===== src/rtl/voter_registry_ram.sv =====
// Voter registry: records each verified voter once, counts votes, supports audit
// reads and a swept, one-entry-per-cycle registry clear.
module voter_registry_ram #(
  parameter int unsigned WORD_SIZE    = 5,
  parameter int unsigned ADDRESS_SIZE = 4
) (
  input  logic                    clk,
  input  logic                    rst,
  input  logic                    voter_id_status,
  input  logic                    write,
  input  logic [ADDRESS_SIZE-1:0] valid_voter_address,
  input  logic [WORD_SIZE-1:0]    valid_voter,
  input  logic                    clear_req,
  input  logic                    rd_en,
  input  logic [ADDRESS_SIZE-1:0] rd_addr,
  output logic                    busy,
  output logic                    vote_grant,
  output logic                    dup_voter,
  output logic [ADDRESS_SIZE:0]   vote_count,
  output logic                    all_voted,
  output logic                    clear_done,
  output logic                    rd_valid,
  output logic [WORD_SIZE-1:0]    rd_data,
  output logic                    rd_voted
);

  localparam int unsigned N  = 1 << ADDRESS_SIZE;
  localparam int unsigned CW = ADDRESS_SIZE + 1;
  localparam logic [CW-1:0]           FULL     = CW'(N);
  localparam logic [ADDRESS_SIZE-1:0] LAST_PTR = ADDRESS_SIZE'(N - 1);

  typedef enum logic [1:0] {
    IDLE   = 2'd0,
    CHECK  = 2'd1,
    COMMIT = 2'd2,
    CLEAR  = 2'd3
  } state_t;

  state_t                  state, state_d;
  logic [ADDRESS_SIZE-1:0] lat_addr, lat_addr_d;
  logic [WORD_SIZE-1:0]    lat_id, lat_id_d;
  logic [ADDRESS_SIZE-1:0] ptr, ptr_d;
  logic [N-1:0]            flags, flags_d;
  logic [CW-1:0]           count_d;
  logic                    busy_d, grant_d, dup_d, done_d, all_voted_d;
  logic                    commit_c;
  logic [WORD_SIZE-1:0]    ids [N];

  // Next-state, datapath updates and next values of the pulse outputs
  always_comb begin
    state_d    = state;
    lat_addr_d = lat_addr;
    lat_id_d   = lat_id;
    ptr_d      = ptr;
    flags_d    = flags;
    count_d    = vote_count;
    grant_d    = 1'b0;
    dup_d      = 1'b0;
    done_d     = 1'b0;
    commit_c   = 1'b0;

    case (state)
      IDLE: begin
        if (clear_req) begin
          state_d = CLEAR;
          count_d = '0;
          ptr_d   = '0;
        end else if (write && voter_id_status) begin
          state_d    = CHECK;
          lat_addr_d = valid_voter_address;
          lat_id_d   = valid_voter;
        end
      end
      CHECK: begin
        if (flags[lat_addr]) begin
          dup_d   = 1'b1;
          state_d = IDLE;
        end else begin
          state_d = COMMIT;
        end
      end
      COMMIT: begin
        commit_c          = 1'b1;
        flags_d[lat_addr] = 1'b1;
        if (vote_count != FULL) count_d = vote_count + CW'(1);
        grant_d = 1'b1;
        state_d = IDLE;
      end
      CLEAR: begin
        flags_d[ptr] = 1'b0;
        ptr_d        = ptr + ADDRESS_SIZE'(1);
        if (ptr == LAST_PTR) begin
          done_d  = 1'b1;
          state_d = IDLE;
        end
      end
      default: state_d = IDLE;
    endcase

    busy_d      = (state_d != IDLE);
    all_voted_d = (count_d == FULL);
  end

  // Control state, flags and registered outputs
  always_ff @(posedge clk) begin
    if (rst) begin
      state      <= IDLE;
      lat_addr   <= '0;
      lat_id     <= '0;
      ptr        <= '0;
      flags      <= '0;
      vote_count <= '0;
      busy       <= 1'b0;
      vote_grant <= 1'b0;
      dup_voter  <= 1'b0;
      clear_done <= 1'b0;
      all_voted  <= 1'b0;
    end else begin
      state      <= state_d;
      lat_addr   <= lat_addr_d;
      lat_id     <= lat_id_d;
      ptr        <= ptr_d;
      flags      <= flags_d;
      vote_count <= count_d;
      busy       <= busy_d;
      vote_grant <= grant_d;
      dup_voter  <= dup_d;
      clear_done <= done_d;
      all_voted  <= all_voted_d;
    end
  end

  // ID storage is not reset; the voted flags qualify its contents
  always_ff @(posedge clk) begin
    if (!rst && commit_c) ids[lat_addr] <= lat_id;
  end

  // Audit read sees pre-edge flags/IDs, so a same-cycle commit returns old data
  always_ff @(posedge clk) begin
    if (rst) begin
      rd_valid <= 1'b0;
      rd_data  <= '0;
      rd_voted <= 1'b0;
    end else begin
      rd_valid <= rd_en;
      if (rd_en) begin
        rd_data  <= flags[rd_addr] ? ids[rd_addr] : '0;
        rd_voted <= flags[rd_addr];
      end
    end
  end

endmodule


===== config.mk =====
export PLATFORM = sky130hd
export DESIGN_NAME = voter_registry_ram
export DESIGN_NICKNAME = d
export VERILOG_FILES = /design/src/rtl/voter_registry_ram.sv
export SDC_FILE = /design/constraint.sdc
export NUM_CORES = 1
export LEC_CHECK = 0
export ABC_AREA = 1
export CAP_MARGIN = 20
export CORE_ASPECT_RATIO = 1.2
export CORE_MARGIN = 2
export CORE_UTILIZATION = 59
export DETAILED_ROUTE_END_ITERATION = 8
export HOLD_SLACK_MARGIN = 0.03
export PLACE_DENSITY_LB_ADDON = 0.12
export REMOVE_ABC_BUFFERS = 1
export SLEW_MARGIN = 40
export SYNTH_ARGS = -nofsm -noshare
export SYNTH_HDL_FRONTEND = slang
export SYNTH_SLANG_ARGS = --single-unit

===== constraint.sdc =====
create_clock -name clk -period 2.6 [get_ports clk]
set_input_delay 0.39 -clock clk [delete_from_list [all_inputs] [get_ports clk]]
set_output_delay 0.39 -clock clk [all_outputs]
set_load 0.02 [all_outputs]

# Yosys cells after proc, flatten, opt, wreduce, memory -nomap -nowiden
# Memories as Yosys holds them, arrays and structs flattened.
# Index checks and enable logic that the tools add are counted.
dict set report totals {
  ff_bits 48
  mem_bits_rw 80
  input_bits 19
  word_cells 73
  memories 1
}
dict set report op_classes {
  add_sub_neg 2
  magnitude_cmp 5
  eq_ne 7
  muxes 25
  bitwise 6
  n_reduce_logical 13
}
# memory words width read_ports rd_ports_with_merged_regs write_ports line_no
set mem_list {}
lappend mem_list {ids 16 5 1 0 1 47} ;# logic [WORD_SIZE-1:0] ids [N];
# operator count
set ops {}
lappend ops {{case mux 16 bit (2 select lines)} 1}
lappend ops {{bitwise AND 16 bit} 1}
lappend ops {{inverter 16 bit} 1}
lappend ops {{OR 16 bit} 1}
lappend ops {{< comparator 4 x 5 -> 1 bit (second input constant)} 3}
lappend ops {{two-way mux 5 bit} 3}
lappend ops {{case mux 5 bit (2 select lines)} 1}
lappend ops {{two-way mux 1 bit} 9}
lappend ops {{binary-select mux 1 bit (select 4 bit)} 2}
lappend ops {{demux 1 bit (select 4 bit)} 2}
lappend ops {{greater-or-equal comparator 4 x 1 -> 1 bit (second input constant)} 2}
lappend ops {{two-way mux 2 bit} 4}
lappend ops {{case mux 2 bit (4 select lines)} 1}
lappend ops {{case mux 4 bit (2 select lines)} 1}
lappend ops {{nonzero test 2 bit} 3}
lappend ops {{adder 5 x 1 -> 5 bit (second input constant)} 1}
lappend ops {{== test 5 bit (second input constant)} 1}
lappend ops {{!= test 5 bit (second input constant)} 1}
lappend ops {{adder 4 x 1 -> 4 bit (second input constant)} 1}
lappend ops {{== test 2 bit (second input constant)} 2}
lappend ops {{== test 4 bit (second input constant)} 1}
lappend ops {{logical AND 1 bit} 4}
lappend ops {{two-way mux 4 bit} 1}
lappend ops {{OR reduction 2 bit} 2}
lappend ops {{7 further kinds} 9}

# Logic depth before layout (Yosys ltp)
dict set report logic_depth {
  word_depth 7
  ltp_mapped 11
  ltp_nobuf 9
}

# Worst setup path before layout
# OpenSTA, ideal clock, no wires.
dict set report synth_timing {
  kind {reg2reg}
  startpoint {register state[1]}
  endpoint {memory ids[12][0] (enable)}
  t_arrival_ps 1389
  required_ps 2219
  path_slack_ps 829
  path_stages_with_launch 8
  path_buffers 1
  synth_period_minus_slack_ps 1771
  cell_sequence {dfxtp_1 > buf_6 > inv_2 > nor2_4 > inv_2 > nor2_2 > inv_2 > nor4_1}
}
dict set report synth_via {
  elab_chain_cells 5
}
# element line_no
set synth_lines {}
lappend synth_lines {{start: declaration} 39} ;# state_t state, state_d;
lappend synth_lines {{start signal: assignment} 119} ;# state <= state_d;
lappend synth_lines {{== test 2 bit} 62} ;# case (state)
lappend synth_lines {{two-way mux 1 bit} 62}
lappend synth_lines {{logical AND 1 bit} 135} ;# if (!rst && commit_c) ids[lat_addr] <= lat_id;
lappend synth_lines {{two-way mux 1 bit} 135}
lappend synth_lines {{two-way mux 1 bit (implied by the code)} 135}
lappend synth_lines {{end: declaration} 47}
# Every way passes these cells.

# Final worst setup path
dict set report layout_timing {
  startpoint {register state[1]}
  endpoint {memory ids[2][1] (enable)}
}
# The elaborated chain is that of the path after synthesis.

==> flow_metrics.env <==
export IMPL_cts_clk_slew_worst_paths_ps=50
export IMPL_gp_congestion=0.889
export IMPL_antenna_found_initial=0
export IMPL_end_kind="register"
export IMPL_cp_required_ps=2660
export IMPL_swShare_pct=22.6
export IMPL_n_fill_cell=788
export IMPL_initial_core_util_pct=60.0
export IMPL_dr_pass1_iters=5
export IMPL_finalSetupViolations=0
export IMPL_maxSlewViolCount=0
export IMPL_synth_seq_cells=128
export IMPL_fin_nets=741
export IMPL_synthTopCellsByArea="edfxtp_1 40%, dfxtp_1 16%, nand2_1 11%"
export IMPL_wl_um=15100
export IMPL_remaining_drc_errors=0
export IMPL_placed_area_mm2=0.00637
export IMPL_seq_power_share_pct=42.8
export IMPL_syn_area_mm2=0.00594
export IMPL_clock_sinks=128
export IMPL_status="complete, no violations"
export IMPL_io_pins=36
export IMPL_max_freq_mhz=473
export IMPL_critical_path_class="register to register"
export IMPL_finalSetupTns_ps=0
export IMPL_comb_power_share_pct=7.8
export IMPL_crit_fanout=15
export IMPL_root_buffer="clkbuf_16"
export IMPL_synth_cell_types=35
export IMPL_grt_pass1_vias=4835
export IMPL_grt_pass1_wl_um=24500
export IMPL_numCtsBuffers=17
export IMPL_synthSimpleGateAreaFrac_pct=22.8
export IMPL_diodes=0
export IMPL_arrival_ps=2180
export IMPL_maxCapViolCount=0
export IMPL_p_leak_uw=0.00308
export IMPL_synthXorXnorAreaFrac_pct=0.295
export IMPL_track_usage_pct=30.5
export IMPL_multi_input_area_mm2=0.00202
export IMPL_postCtsHoldBufs=0
export IMPL_fin_crit_ps=2110
export IMPL_vias_per_cell=5.67
export IMPL_power_density_mw_per_mm2=751
export IMPL_synth_top_family_by_area="simple AND/OR/NAND/NOR gates"
export IMPL_ff_latch_area_mm2=0.00336
export IMPL_finClkSkew_ps=6.04
export IMPL_synth_largest_area_cell="edfxtp_1"
export IMPL_final_area_mm2=0.00702
export IMPL_grt_overflow=0
export IMPL_grt_setup_unrepaired="no"
export IMPL_p_int_uw=4080
export IMPL_postCtsSetupRepairBufs=0
export IMPL_cp_start_kind="register"
export IMPL_h_tree_depth=4
export IMPL_worst_pin_slew_ps=790
export IMPL_syn_mean_instance_area_um2=8.77
export IMPL_netlist_instances=678
export IMPL_synth_compound_area_share_pct=9.62
export IMPL_cts_resized=0
export IMPL_ys_warn_count=0
export IMPL_min_path_type="register to register"
export IMPL_pwr_share_clk_pct=49.4
export IMPL_synth_area_mux_share_pct=0
export IMPL_grt_max_degree=47
export IMPL_synth_top_area_share_pct=40.4
export IMPL_portBuffers=35
export IMPL_drive_gt1_share_pct=8.37
export IMPL_clock_path_buffers=2
export IMPL_die_y_um=114
export IMPL_timing_final_hold_violations=0
export IMPL_avgRoutedWirePerCell_um=17.6
export IMPL_ys_seq_area_share_pct=56.6
export IMPL_std_cell_rows=40
export IMPL_die_w_um=95.6
export IMPL_place_hpwl_um=10300
export IMPL_vias=4845
export IMPL_layout_common_cells="179 x nand2_1, 97 x inv_1, 81 x nand3_1"
export IMPL_cts_tree="built"
export IMPL_period_share_pct=81.3
export IMPL_clk_latency_ps=420
export IMPL_synth_adder_area_share_pct=1.26
export IMPL_syn2layout_area_growth_pct=18.1
export IMPL_die_area_mm2=0.0109
export IMPL_final_common_cell="nand2_1"
export IMPL_dr_first_iter_drc_count=411
export IMPL_p_sw_uw=1190
export IMPL_core_area_mm2=0.00991
export IMPL_relSlewSlack_pct=47.3
export IMPL_ir_drop_uv=475
export IMPL_ant_nets=0
[final timing paths]
path                             end               startpoint  slack, ps  cells past startpoint
max              ids[2][1]$_DFFE_PP_      state[1]$_SDFF_PP0_        490                      6
min reg2reg  rd_data[3]$_SDFFE_PP0P_  rd_data[3]$_SDFFE_PP0P_        490                      2
min          rd_data[3]$_SDFFE_PP0P_  rd_data[3]$_SDFFE_PP0P_        490                      2
max reg2reg      ids[2][1]$_DFFE_PP_      state[1]$_SDFF_PP0_        490                      6
[flip-flops by register name, summed over array words and instances (netlist names)]
name / flops
ids: 80
flags: 16
lat_id: 5
rd_data: 5
vote_count: 5
lat_addr: 4
ptr: 4
state: 2
all_voted: 1
busy: 1
clear_done: 1
dup_voter: 1
rd_valid: 1
rd_voted: 1
vote_grant: 1
[synth_stat cells (all sizes together)]
library cell	number
a211oi	3
a21oi	32
a22oi	8
a31oi	1
and3	1
buf	20
clkbuf	6
dfxtp	48
edfxtp	80
ha	6
inv	107
nand2	182
nand3	81
nand4	1
nor2	48
nor3	3
nor4	3
o211a	12
o211ai	2
o21ai	29
o2bb2ai	1
o311ai	1
o31ai	1
xor2	2
[per-layer routing]
metal / vias up / share of wire [%] / wire length (um) / global-route usage [%]
met5: - / 0 / 0 / 0
met3: 49 / 5.3 / 793 / 6.67
met4: 0 / 4.1 / 617 / 16.7
li1: 2297 / - / - / -
met1: 2298 / 41 / 6150 / 36.8
met2: 201 / 50 / 7510 / 50.2
[power groups by stage]
| stage | logic [uW] | clock network (uW) | registers, uW |
|---|---|---|---|
| floorplan | 222 | 0 | 2290 |
| global placement | 398 | 0 | 2300 |
| detailed placement | 403 | 0 | 2300 |
| CTS | 407 | 2610 | 2260 |
| global route | 453 | 2700 | 2260 |
| finish | 412 | 2600 | 2260 |
[worst max-delay path: stages (launching register included)]
cell	delay [ps]
dfxtp_1	480
inv_2	200
nor2_4	230
inv_2	60
nor2_2	160
inv_2	180
nor2_1	450
[metrics by stage]
| stage | hold WS [ps] | utilization (%) | worst slack, ps | power [uW] | std cells |
|---|---|---|---|---|---|
| 2_1_floorplan | 459 | - | 669 | 2510 | 652 |
| 3_3_place_gp | 474 | 64.3 | 502 | 2690 | 823 |
| 3_5_place_dp | 473 | 64.3 | 466 | 2700 | 823 |
| 4_1_cts | 487 | 70.8 | 495 | 5270 | 855 |
| 5_1_grt | 514 | 70.8 | 314 | 5420 | 855 |
| 6_report | 489 | 70.8 | 486 | 5270 | 855 |
[cell type report]
| class | instances | share of cell area (%) |
|---|---|---|
| inverters | 107 | 5.79 |
| multi-input cells | 417 | 28.8 |
| well taps | 126 | 2.25 |
| flip-flops and latches | 128 | 47.9 |
| clock buffers | 21 | 6.56 |
| clock inverters | 11 | 2.64 |
| repair buffers | 45 | 6.06 |
[cells by family after synthesis]
logic type	count (synthesis)
fa+ha+maj	6
buf+inv	133
simple gates	319
xor+xnor	2
flops	128
compound gates	90
No activity file was read; power rests on OpenSTA's default activity.
